--- src/rtl/prelu_pkg.sv ---
// Shared types and constants for the PReLU sequencer and its datapath.
package prelu_pkg;

  typedef enum logic [1:0] {IDLE, RUN, DRAIN, DONE} state_e;

  // Alpha of exactly 1.0 in the fixed-point format, used as the reset value.
  function automatic int reset_alpha(input int frac);
    return 1 << frac;
  endfunction

  function automatic int sat_hi(input int width);
    return (1 << (width - 1)) - 1;
  endfunction

  function automatic int sat_lo(input int width);
    return -(1 << (width - 1));
  endfunction

endpackage

--- src/rtl/prelu_dp.sv ---
// Combinational PReLU: pass non-negative x, else floor(x*alpha / 2^FRAC) with saturation.
module prelu_dp
  import prelu_pkg::*;
#(
  parameter int WIDTH       = 8,
  parameter int ALPHA_WIDTH = 8,
  parameter int ALPHA_FRAC  = 4
) (
  input  logic [WIDTH-1:0]       x,
  input  logic [ALPHA_WIDTH-1:0] alpha,
  output logic [WIDTH-1:0]       y
);

  localparam int PW = WIDTH + ALPHA_WIDTH + 1;
  localparam logic signed [PW-1:0] HI = PW'(sat_hi(WIDTH));
  localparam logic signed [PW-1:0] LO = PW'(sat_lo(WIDTH));

  logic signed [PW-1:0] xe, ae, p, sh;

  always_comb begin
    xe = {{(PW-WIDTH){x[WIDTH-1]}}, x};
    ae = {{(PW-ALPHA_WIDTH){1'b0}}, alpha};
    p  = xe * ae;
    // Arithmetic shift gives floor division for negative products.
    sh = p >>> ALPHA_FRAC;
    y  = x;
    if (x[WIDTH-1]) begin
      if (sh > HI)      y = HI[WIDTH-1:0];
      else if (sh < LO) y = LO[WIDTH-1:0];
      else              y = sh[WIDTH-1:0];
    end
  end

endmodule

--- src/rtl/prelu_seq.sv ---
// PReLU sequencer: per-channel alpha file, vector FSM and one-stage output register with backpressure.
module prelu_seq
  import prelu_pkg::*;
#(
  parameter int WIDTH       = 8,
  parameter int ALPHA_WIDTH = 8,
  parameter int ALPHA_FRAC  = 4,
  parameter int NUM_CH      = 4,
  parameter int LEN_WIDTH   = 8
) (
  input  logic                      clk,
  input  logic                      reset,
  input  logic                      start,
  input  logic [LEN_WIDTH-1:0]      vec_len,
  output logic                      busy,
  output logic                      done,
  input  logic                      cfg_we,
  input  logic [$clog2(NUM_CH)-1:0] cfg_addr,
  input  logic [ALPHA_WIDTH-1:0]    cfg_alpha,
  input  logic                      in_valid,
  output logic                      in_ready,
  input  logic [WIDTH-1:0]          in_data,
  output logic                      out_valid,
  input  logic                      out_ready,
  output logic [WIDTH-1:0]          out_data,
  output logic                      out_last
);

  localparam int CW = $clog2(NUM_CH);
  localparam logic [1:0] S_IDLE  = 2'(IDLE);
  localparam logic [1:0] S_RUN   = 2'(RUN);
  localparam logic [1:0] S_DRAIN = 2'(DRAIN);
  localparam logic [1:0] S_DONE  = 2'(DONE);
  localparam logic [ALPHA_WIDTH-1:0] ALPHA_RST = ALPHA_WIDTH'(reset_alpha(ALPHA_FRAC));

  logic [1:0]                         state;
  logic [LEN_WIDTH-1:0]               remaining;
  logic [CW-1:0]                      elem_idx;
  logic [NUM_CH-1:0][ALPHA_WIDTH-1:0] alpha_q;
  logic [WIDTH-1:0]                   y;
  logic                               in_hs, out_hs, last_in;

  assign busy     = (state != S_IDLE);
  assign done     = (state == S_DONE);
  assign in_ready = (state == S_RUN) && (!out_valid || out_ready);
  assign in_hs    = in_valid && in_ready;
  assign out_hs   = out_valid && out_ready;
  assign last_in  = (remaining == LEN_WIDTH'(1));

  prelu_dp #(
    .WIDTH      (WIDTH),
    .ALPHA_WIDTH(ALPHA_WIDTH),
    .ALPHA_FRAC (ALPHA_FRAC)
  ) u_dp (
    .x    (in_data),
    .alpha(alpha_q[elem_idx]),
    .y    (y)
  );

  always_ff @(posedge clk) begin
    if (!reset) begin
      state     <= S_IDLE;
      remaining <= '0;
      elem_idx  <= '0;
      for (int c = 0; c < NUM_CH; c++) alpha_q[c] <= ALPHA_RST;
    end else begin
      // Alphas only change between vectors so a vector sees one consistent set.
      if (cfg_we && state == S_IDLE) alpha_q[cfg_addr] <= cfg_alpha;
      case (state)
        S_IDLE: if (start) begin
          remaining <= vec_len;
          elem_idx  <= '0;
          state     <= (vec_len == '0) ? S_DONE : S_RUN;
        end
        S_RUN: if (in_hs) begin
          remaining <= remaining - LEN_WIDTH'(1);
          elem_idx  <= elem_idx + CW'(1);
          if (last_in) state <= S_DRAIN;
        end
        S_DRAIN: if (out_hs && out_last) state <= S_DONE;
        default: state <= S_IDLE;
      endcase
    end
  end

  always_ff @(posedge clk) begin
    if (!reset) begin
      out_valid <= 1'b0;
      out_last  <= 1'b0;
      out_data  <= '0;
    end else if (in_hs) begin
      out_valid <= 1'b1;
      out_last  <= last_in;
      out_data  <= y;
    end else if (out_hs) begin
      out_valid <= 1'b0;
      out_last  <= 1'b0;
    end
  end

endmodule
--- config.mk ---
export PLATFORM = sky130hd
export DESIGN_NAME = prelu_seq
export DESIGN_NICKNAME = d
export VERILOG_FILES = /design/src/rtl/prelu_pkg.sv /design/src/rtl/prelu_dp.sv /design/src/rtl/prelu_seq.sv
export SDC_FILE = /design/constraint.sdc
export NUM_CORES = 1
export LEC_CHECK = 0
export BUFFER_PORTS_ARGS = -buffer_cell sky130_fd_sc_hd__buf_4
export CAP_MARGIN = 40
export CORE_ASPECT_RATIO = 1.25
export CORE_UTILIZATION = 25
export CTS_CLUSTER_DIAMETER = 100
export CTS_CLUSTER_SIZE = 16
export DETAILED_ROUTE_END_ITERATION = 16
export PLACE_DENSITY = 0.44
export SLEW_MARGIN = 0
export SYNTH_ARGS = -nofsm -noshare
export SYNTH_HDL_FRONTEND = slang
export SYNTH_SLANG_ARGS = --single-unit
--- constraint.sdc ---
create_clock -name clk -period 5.86 [get_ports clk]
set_clock_uncertainty 0.2 [all_clocks]
set_input_delay 1.172 -clock clk [delete_from_list [all_inputs] [get_ports clk]]
set_output_delay 1.172 -clock clk [all_outputs]
set_load 0.01 [all_outputs]
==> flow_summary.json <==
{
  "dr_total_vias": 4067,
  "rr_worst_depth": 19,
  "max_freq_mhz": 177,
  "drive_gt1_frac": 0.187,
  "min_period_over_period": 0.966,
  "place_hpwl_um": 10500,
  "dr.pass1.iters": 4,
  "grt_max_degree": 57,
  "outcome": "finished clean",
  "area_growth_pct": 20.5,
  "design.final.nets": 741,
  "drt_iter0_markers": 138,
  "dieArea_um2": 19900,
  "finalCriticalPeriod_ns": 5.66,
  "start_util": 0.257,
  "io_pins": 45,
  "r2r_end": "out_data[5]",
  "min_to": "alpha_q[9]",
  "rows": 56,
  "placed_cells": 843,
  "crit_arrival_ns": 5.66,
  "n_antenna_cell": 0,
  "max-vdd-ir-drop_mv": 0.253,
  "antenna_found_initial": 0,
  "cts-root-buf": "clkbuf_16",
  "max_stage_delay_ns": 0.58,
  "hold_start": "alpha_q[9]",
  "synth.cell_area_um2": 4830,
  "drcViolationCount": 0,
  "crit_chain": "buf_12 > mux4_2 > buf_4 > and2_1 > ha_1 > fa_1 > inv_1 > fa_1 > fa_1 > inv_1 > ha_1 > a211oi_2 > o21ai_2 > a211oi_4 > a21oi_2 > xnor2_2 > o31ai_4 > and4_4 > a211o_1",
  "syn_inst": 566,
  "hold_depth": 2,
  "critPathBufInv": 4,
  "cp-end-kind": "register",
  "worstMarginPinSlew_ns": 0.783,
  "clockBufferDepth": 2,
  "regArea_um2": 1080,
  "drt-vias-per-instance": 4.75,
  "wl_per_cell_um": 15.9,
  "crit_slowest_cell": "mux4_2",
  "r2r_setup_slack_ns": 0.20,
  "ctsHoldBuffers": 0,
  "p_per_area_nw_per_um2": 312,
  "layout.cells.non_filler": 857,
  "core-area_um2": 18800,
  "startpoint_type": "register",
  "grt_pass1_vias": 4143,
  "routabilityCongestion": 0.746,
  "ant_nets": 0,
  "grt_pass1_wl_um": 21800,
  "yosysTopAreaCell": "dfxtp_1",
  "maxCapViolCount": 0,
  "final_cell_area_um2": 5820,
  "grt_use_total": 0.144,
  "cts_tree": "yes",
  "die_h_um": 157,
  "clk_pin_slew_ns": 0.08,
  "crit_type": "register to register",
  "min_path_type": "register to register",
  "cp_top_family": "adder cells",
  "portBuffers": 44,
  "ys_top_cells_by_area": "dfxtp_1, fa_1, ha_1",
  "clk_latency_ns": 0.31,
  "numCtsBuffers": 5,
  "ys_warn_count": 0,
  "syn_area_per_cell_um2": 8.54,
  "overflow": 0,
  "drv_slew": 0,
  "cp_max_fo": 8,
  "static-leakage-power_nw": 2.59,
  "synth_cell_types": 51,
  "die_x_um": 126,
  "dp_slack_ns": -0.121,
  "ys_seq_elements": 54,
  "cpMostUsedCell": "fa_1",
  "setup_violations": 0,
  "multi_input_area_um2": 3540,
  "wirelength_um": 13600,
  "syn_nets": 682,
  "crit-reg2reg-launch": "elem_idx[1]",
  "p_total_mw": 1.82,
  "cts.sink_count": 54,
  "htreeDepth": 2,
  "post_dp_cell_area_um2": 5540,
  "crit_required_ns": 5.87,
  "netlist.area_leader.share": 0.224,
  "filler_cell_count": 1985,
  "hold_violations": 0,
  "slew_headroom": 0.476,
  "synth_seq_area_share": 0.224,
  "fin_ws_ns": 0.202
}
-- cell usage in the layout (no fill, tap or decap), types with 2 or more instances in the layout --
master | netlist | final
mux4_2 | 8 | 8
nor3_1 | 8 | 7
dfxtp_1 | 54 | 53
ha_4 | 0 | 3
a21boi_0 | 33 | 33
inv_1 | 62 | 61
nand4_1 | 2 | 2
a31oi_1 | 3 | 3
xor2_1 | 2 | 2
fa_2 | 0 | 2
and4_4 | 2 | 2
nand2_1 | 101 | 100
o211ai_1 | 4 | 4
a211o_1 | 4 | 4
a41oi_1 | 2 | 2
nand3_1 | 11 | 11
fa_1 | 36 | 34
o21ai_0 | 11 | 10
a21o_1 | 3 | 3
nand2b_1 | 5 | 4
and3_1 | 7 | 7
nor2b_1 | 11 | 11
a21oi_1 | 25 | 24
xnor2_2 | 1 | 2
xnor2_1 | 8 | 7
buf_4 | 0 | 69
o21ai_1 | 2 | 3
a211oi_2 | 2 | 3
or2_2 | 2 | 2
nor2_1 | 21 | 21
o221a_2 | 3 | 3
ha_1 | 48 | 44
clkbuf_16 | 0 | 5
a21oi_2 | 2 | 3
and2_1 | 41 | 40
nor4_1 | 2 | 2
or3_1 | 6 | 6
-- layer usage --
layer,GRT usage,up-vias,share of wire
met5,0,-,0
met4,0.0425,0,0.014
met3,0.0248,14,0.037
met2,0.257,75,0.51
met1,0.175,1982,0.44
li1,-,1996,-
-- registers in the layout, indices dropped and copies added, names as in the netlist --
signal,cells
alpha_q,32
elem_idx,2
out_data,8
out_last,1
out_valid,1
remaining,8
state,2
-- worst reg2reg max path, stage by stage, from the launching register on --
cell and delay [ns]:
dfxtp_4 0.37, buf_12 0.14, mux4_2 0.59, buf_4 0.18, and2_1 0.15, ha_1 0.32
fa_1 0.52, inv_1 0.05, fa_1 0.46, fa_1 0.54, inv_1 0.04, ha_1 0.36
a211oi_2 0.26, o21ai_2 0.12, a211oi_4 0.29, a21oi_2 0.11, xnor2_2 0.23, o31ai_4 0.13
and4_4 0.22, a211o_1 0.28
-- where the power goes --
| part | switching [mW] | total [mW] | internal [mW] |
|---|---|---|---|
| Combinational | 0.594 | 1.04 | 0.448 |
| Clock | 0.153 | 0.310 | 0.158 |
| Sequential | 0.0413 | 0.466 | 0.425 |
| Total | 0.788 | 1.82 | 1.03 |
-- kinds of logic (layout without fill, tap and decap cells) --
group | after synthesis | in the layout | share of synthesized area
compound gates | 107 | 107 | 0.157
xor+xnor | 12 | 12 | 0.0248
fa+ha+maj | 84 | 84 | 0.273
buf+inv | 80 | 139 | 0.0624
flops | 54 | 54 | 0.224
mux | 8 | 8 | 0.0373
simple gates | 221 | 221 | 0.221
-- through the flow --
| step | hold WS, ns | utilization | TNS, ns |
|---|---|---|---|
| 2_1_floorplan | 0.235 | - | 0 |
| 3_3_place_gp | 0.247 | 0.294 | 0 |
| 3_5_place_dp | 0.258 | 0.294 | -0.326 |
| 4_1_cts | 0.268 | 0.301 | 0 |
| 5_1_grt | 0.285 | 0.309 | -0.0234 |
| 6_report | 0.264 | 0.309 | 0 |
-- area by class of cell --
class / instances / area share
Inverter: 62 / 0.0400
Tap cell: 232 / 0.0498
Multi-Input combinational cell: 432 / 0.608
Clock inverter: 2 / 0.00236
Clock buffer: 5 / 0.0215
Timing Repair Buffer: 70 / 0.0924
Sequential cell: 54 / 0.186
-- synth_stat cells, drive strengths merged --
cell type and count:
o22ai 1, or2 2, ha 48, a41oi 2
buf 2, a211o 4, a21oi 27, and3 8
o311ai 1, fa 36, nor3b 1, o21ai 14
mux4 8, nand3 11, nor4 2, nand2 101
nand2b 5, nor2 21, and2 41, o221a 3
a31o 1, nor3 8, nor2b 11, nand4 2
o21bai 1, dfxtp 54, xor2 3, and4 2
inv 62, a211oi 5, o211ai 4, clkbuf 16
a21boi 34, or3 6, o31ai 2, a31oi 3
a221o 1, a21o 3, o311a 1, xnor2 9
-- what timing repair did --
item / CTS / global route
buffers inserted: 0 / 7
gates resized for setup: 0 / 18
endpoints found under the setup margin: 0 / 7
-- how the worst max path moves through the flow --
stage                start     endpoint  cells after the start
6_report       elem_idx[1]  out_data[5]                     19
5_1_grt        elem_idx[1]  out_data[3]                     20
4_1_cts        elem_idx[1]  out_data[6]                     18
3_5_place_dp    in_data[7]  out_data[6]                     18
3_3_place_gp    in_data[7]  out_data[6]                     18
2_1_floorplan   in_data[7]  out_data[5]                     19
(Power assumes the default switching activity.)
